**config.mk**
```make
export PLATFORM = sky130hd
export DESIGN_NAME = mano_timing_sequencer
export DESIGN_NICKNAME = d
export VERILOG_FILES = /design/src/rtl/mano_timing_sequencer.sv
export SDC_FILE = /design/constraint.sdc
export NUM_CORES = 1
export LEC_CHECK = 0
export ABC_AREA = 1
export CORE_MARGIN = 3
export CORE_UTILIZATION = 25
export CTS_CLUSTER_SIZE = 30
export DETAILED_ROUTE_END_ITERATION = 7
export HOLD_SLACK_MARGIN = 0.02
export SYNTH_ARGS = -nofsm -noshare
export SYNTH_HDL_FRONTEND = slang
export SYNTH_SLANG_ARGS = --single-unit
```
**constraint.sdc**
```tcl
create_clock -name clk -period 1.4 [get_ports clk]
set_input_delay 0.14 -clock clk [delete_from_list [all_inputs] [get_ports clk]]
set_output_delay 0.14 -clock clk [all_outputs]
set_load 0.02 [all_outputs]
```
**src/rtl/mano_timing_sequencer.sv**
```systemverilog
// rtl/mano_timing_sequencer.sv - basic-computer timing sequencer (S flip-flop, SC, T decode, D/I capture)
//
// Purpose: produces the one-hot timing signals T and the registered opcode
// decode D / indirect bit I consumed by the register control logic.
//
// Ports:
//   clk        - system clock, rising edge
//   rst_n      - asynchronous active-low reset
//   start      - one-cycle pulse: sets S, clears sc_overrun
//   hlt        - HLT executed: clears S and SC
//   sc_clr     - end of instruction: SC <- 0 at next edge
//   ir         - instruction register contents
//   run        - S flip-flop value
//   sc         - current sequence count
//   T          - one-hot timing signals, all-zero while run=0
//   D          - registered one-hot opcode decode
//   I          - registered indirect bit
//   sc_overrun - sticky: SC wrapped from its maximum without sc_clr
module mano_timing_sequencer #(
    parameter int SC_BITS = 3,
    parameter int OPC_LSB = 12
) (
    input  logic                    clk,
    input  logic                    rst_n,
    input  logic                    start,
    input  logic                    hlt,
    input  logic                    sc_clr,
    input  logic [15:0]             ir,
    output logic                    run,
    output logic [SC_BITS-1:0]      sc,
    output logic [(2**SC_BITS)-1:0] T,
    output logic [7:0]              D,
    output logic                    I,
    output logic                    sc_overrun
);

    localparam int TW = 2**SC_BITS;

    logic               s_q;
    logic [SC_BITS-1:0] sc_q;
    logic [7:0]         d_q;
    logic               i_q;
    logic               ovr_q;

    logic capture;
    logic overrun_hit;

    // Opcode/indirect are latched on the last T2 edge; IR was loaded at end of T1.
    assign capture     = s_q && (sc_q == SC_BITS'(2));
    // SC about to wrap from its maximum without an end-of-instruction or halt.
    assign overrun_hit = s_q && (sc_q == '1) && !sc_clr && !hlt;

    // Only the opcode field and the indirect bit are decoded here.
    logic unused_ir;
    assign unused_ir = ^(ir & ~(16'h8000 | (16'h0007 << OPC_LSB)));

    always_ff @(posedge clk or negedge rst_n) begin
        if (!rst_n) begin
            s_q   <= 1'b0;
            sc_q  <= '0;
            d_q   <= 8'h00;
            i_q   <= 1'b0;
            ovr_q <= 1'b0;
        end else begin
            // Run flip-flop: hlt has priority over start.
            if (hlt) begin
                s_q <= 1'b0;
            end else if (start) begin
                s_q <= 1'b1;
            end

            // While stopped SC sits at 0, so the first cycle after start is T0.
            if (!s_q || hlt || sc_clr) begin
                sc_q <= '0;
            end else begin
                sc_q <= sc_q + 1'b1;
            end

            if (capture) begin
                d_q <= 8'(1) << ir[OPC_LSB+2:OPC_LSB];
                i_q <= ir[15];
            end

            // A wrap on the same edge as a running-start still records the overrun.
            if (overrun_hit) begin
                ovr_q <= 1'b1;
            end else if (start) begin
                ovr_q <= 1'b0;
            end
        end
    end

    assign run        = s_q;
    assign sc         = sc_q;
    assign T          = s_q ? (TW'(1) << sc_q) : '0;
    assign D          = d_q;
    assign I          = i_q;
    assign sc_overrun = ovr_q;

endmodule

```
# After elaboration in Yosys (flattened, before gate mapping)
# Cells that the tools add are included.
[word_totals] regBits=14 input_bits=21 output_inout_bits=22 elab_cells=27
[op_classes] n_addsub=1 n_eq_ne=2 n_shift=2 mux=6 reduce_logical=11
[op_table] operator="<< shifter 1 x 3 -> 8 bit, first input constant" count=2
[op_table] operator="2-to-1 mux 8 bit" count=1
[op_table] operator="logical AND 1 bit" count=4
[op_table] operator="2-to-1 mux 1 bit" count=4
[op_table] operator="nonzero test 2 bit" count=2
[op_table] operator="adder 3 x 1 -> 3 bit, second input constant" count=1
[op_table] operator="equality test 3 x 2 -> 1 bit, second input constant" count=1
[op_table] operator="equality test 3 bit, second input constant" count=1
[op_table] operator="logical NOT 1 bit" count=3
[op_table] operator="2-to-1 mux 3 bit" count=1
[op_table] operator="logical OR 1 bit" count=2

# Longest topological paths before layout
[logic_depth] depth_word=5 ltp_mapped=6 ltp_nobuf=6

# Worst setup path before layout
# OpenSTA, ideal clock, no wires.
[synth_path] path_kind="reg-to-output" startpoint="reg sc_q[0] (netlist: sc[0])" endpoint="out T[4]" arrival_time_ns=1.262 required_time_ns=1.260 slack_ns=-0.002 path_stages_with_launch=5 path_buffers=0 cell_sequence="dfrtp_1 -> inv_1 -> ha_1 -> inv_1 -> nor3_1"
[synth_between] elab_chain_len=2
[synth_lines] element="start: declaration" line="40" rtl="logic [SC_BITS-1:0] sc_q;"
[synth_lines] element="start signal: assignment" line="76" rtl="sc_q <= sc_q + 1'b1;"
[synth_lines] element="<< shifter 1 x 3 -> 8 bit" line="95" rtl="assign T = s_q ? (TW'(1) << sc_q) : '0;"
[synth_lines] element="2-to-1 mux 8 bit" line="95"
[synth_lines] element="end: declaration" line="31" rtl="output logic [(2**SC_BITS)-1:0] T,"
# No other way between the ends.

# Worst setup path in the final report
[layout_path] startpoint="reg sc_q[1] (netlist: sc[1])" endpoint="out T[3]"
# The elaborated chain is that of the path after synthesis.

==> out/metrics.yaml <==
critical_path:
  worstPathRequired_ns: 1.26
  r2r_setup_slack_ns: 0.06
  startpoint_type: "register"
  critPathArrivalTime_ns: 1.31
  setup.worst_path.class: "register to primary output"
  end_kind: "primary output"
  crit_fanout: 4
place:
  io_buffers: 30
  dp_hpwl_um: 1391
  gp_congestion: 0.7328
  dpl_worst_slack_ns: -0.2511
finish:
  area_growth_pct: 72.80
  fillers: 253
  fin_nets: 170
  drive_above_1_share_pct: 35.92
  n_antenna_cell: 0
synthesis:
  synth_fp_nets: 119
  synth_compound_area_share_pct: 1.377
  async_reset_ff_share_pct: 100.0
  ys_warn_count: 0
  synth.top_cell.area_share_pct: 48.19
  yosys-top-cells-area: "dfrtp_1 (48%), nand2_1 (17%), ha_1 (10%)"
  synth_area_um2: 726.9
  ys_types: 14
  seq_area_frac_synth_pct: 48.19
  yosys.area.top_type: "dfrtp_1"
  synth.most_common_cell: "nand2_1"
  synthAdderAreaFrac_pct: 10.33
  synth-simple-area-share_pct: 31.33
  syn-mean-instance-area_um2: 7.902
  ys_ff_latch: 14
  synthXorXnorAreaFrac_pct: 0
  synth_top_family_by_area: "simple AND/OR/NAND/NOR gates"
  yosys-top-cells-count: "nand2_1 (33), dfrtp_1 (14), inv_1 (14)"
  synth_ff_type: "dfrtp_1"
  netlist_instances: 92
  synth_edf_count: 0
  synthMuxAreaShare_pct: 0
timing:
  period_share_pct: 103.5
  setup_slack_ns: -0.04864
  fmax_mhz: 690.3
  setup_violations: 8
  skew_ns: 0.002383
  fin_crit_ns: 1.449
  hold_viol_final: 0
  max-slew-margin-rel_pct: 84.48
  maxSlewViolCount: 0
  tightest_slew_ns: 0.2324
  rsz0062_at_grt: "true"
clock_tree:
  cts_tree: "done"
  cts_root_buf: "clkbuf_4"
  insertion_delay_ns: 0.28
  clk_pin_slew_ns: 0.08
  cts_buffers: 3
  clk_path_buf_depth: 2
  htree_levels: 1
  clkSinkCount: 14
detailed_routing:
  route.detailed.drc: 0
  via_count: 760
  drt-total-wl_um: 1901
  drt_iter0_drc: 6
  post_drt_via_cell_ratio: 4.419
  wl_per_cell_um: 11.05
  final_antenna_net_count: 0
  drtPass1Iterations: 4
job:
  drv_cap: 0
grt:
  grt_pass1_vias: 781
  grt_max_degree: 15
  antenna_found_initial: 0
  grt_pass1_wl_um: 3249
  grt-ovfl-total: 0
  grt_use_total_pct: 11.98
status:
  violations: "negative setup slack"
  outcome: "finished with violations"
die:
  pin_count: 43
  dieArea_mm2: 0.003591
  die_w_um: 59.93
  rows: 18
  start_util_pct: 27.83
  core_mm2: 0.002613
  die_h_um: 59.93
power_and_ir_drop:
  vdd_ir_drop_max_v: 0.0004011
  p_per_area_mw_per_mm2: 759.8
  p_leak_nw: 0.6598
  total_power_mw: 0.9544
hold_path:
  min_path_type: "primary input to asynchronous set/reset pin"
-- power breakdown --
part           leakage, nW  total, mW  internal, mW  switching [mW]
registers            0.151      0.453         0.436          0.0177
clock network       0.0210      0.289         0.158           0.131
logic                0.488      0.212        0.0978           0.114
total                0.660      0.954         0.692           0.263
-- registers in the layout (all words and copies together) (netlist names) --
register    cells
run             1
I               1
sc_overrun      1
sc              3
D               8
-- kinds of logic (layout without fill, tap and decap cells) --
group,Yosys count,count (layout)
DFF,14,14
buffers and inverters,16,66
AOI/OAI and AO/OA,2,2
adders and majority gates,6,6
and+or+nand+nor,54,54
-- area by class of cell --
cell class | count | area, um2 | area share (%)
timing repair buffer | 47 | 424.2 | 33.77
tap | 30 | 37.54 | 2.988
multi-input combinational | 62 | 350.3 | 27.89
sequential | 14 | 351.6 | 27.99
clock buffer | 4 | 36.28 | 2.888
inverter | 15 | 56.30 | 4.482
-- stage by stage --
stage	setup TNS, ns	utilization [%]	instance area, um2	std cells	hold slack [ns]
global route	-0.9526	48.08	1256	172	0.1467
floorplan	0	-	732.0	92	-0.1556
finish	-0.2307	48.08	1256	172	0.1538
CTS	-0.5112	45.45	1187	170	0.1546
global placement	-1.409	43.82	1145	162	0.4609
detailed placement	-1.734	43.82	1145	162	0.4635
-- repair_timing --
item / CTS / global route
hold endpoints to repair: 0 / 0
pin swaps: 4 / 4
endpoints found under the setup margin: 15 / 22
gates resized for setup: 55 / 23
hold buffers: 0 / 0
setup buffers: 4 / 2
-- routing by layer --
layer	GRT usage, %	up-vias	wire (um)
met3	2.160	4	121
met1	13.77	352	747
met5	0	-	0
met2	21.14	27	999
li1	-	377	-
met4	5.696	0	31
-- worst max-delay path, stage by stage, from the launching register on --
cell     delay (ns)
dfrtp_1        0.43
ha_2           0.21
ha_2           0.17
nand2_1        0.06
inv_1          0.04
buf_6          0.12
-- worst paths after layout --
path | startpoint | to | depth (start not counted)
hold / removal | rst_n | D[3] | 2
max in group asynchronous | rst_n | sc[2] | 2
setup reg to reg | sc[1] | sc_overrun | 8
setup / recovery | sc[1] | T[3] | 5
min in group clk | ir[15] | I | 3
hold reg to reg | D[5] | D[5] | 2
-- cells in the final DEF, fill, tap and decap left out, drive strengths merged --
cell,count
nand2,34
nor2,12
o21ai,1
nor3,4
clkbuf,5
a21oi,1
dlygate4sd2,6
inv,15
buf,25
dfrtp,14
dlymetal6s2s,7
clkdlybuf4s50,8
ha,6
nand3,4
Power figures use the tool's default switching activity.
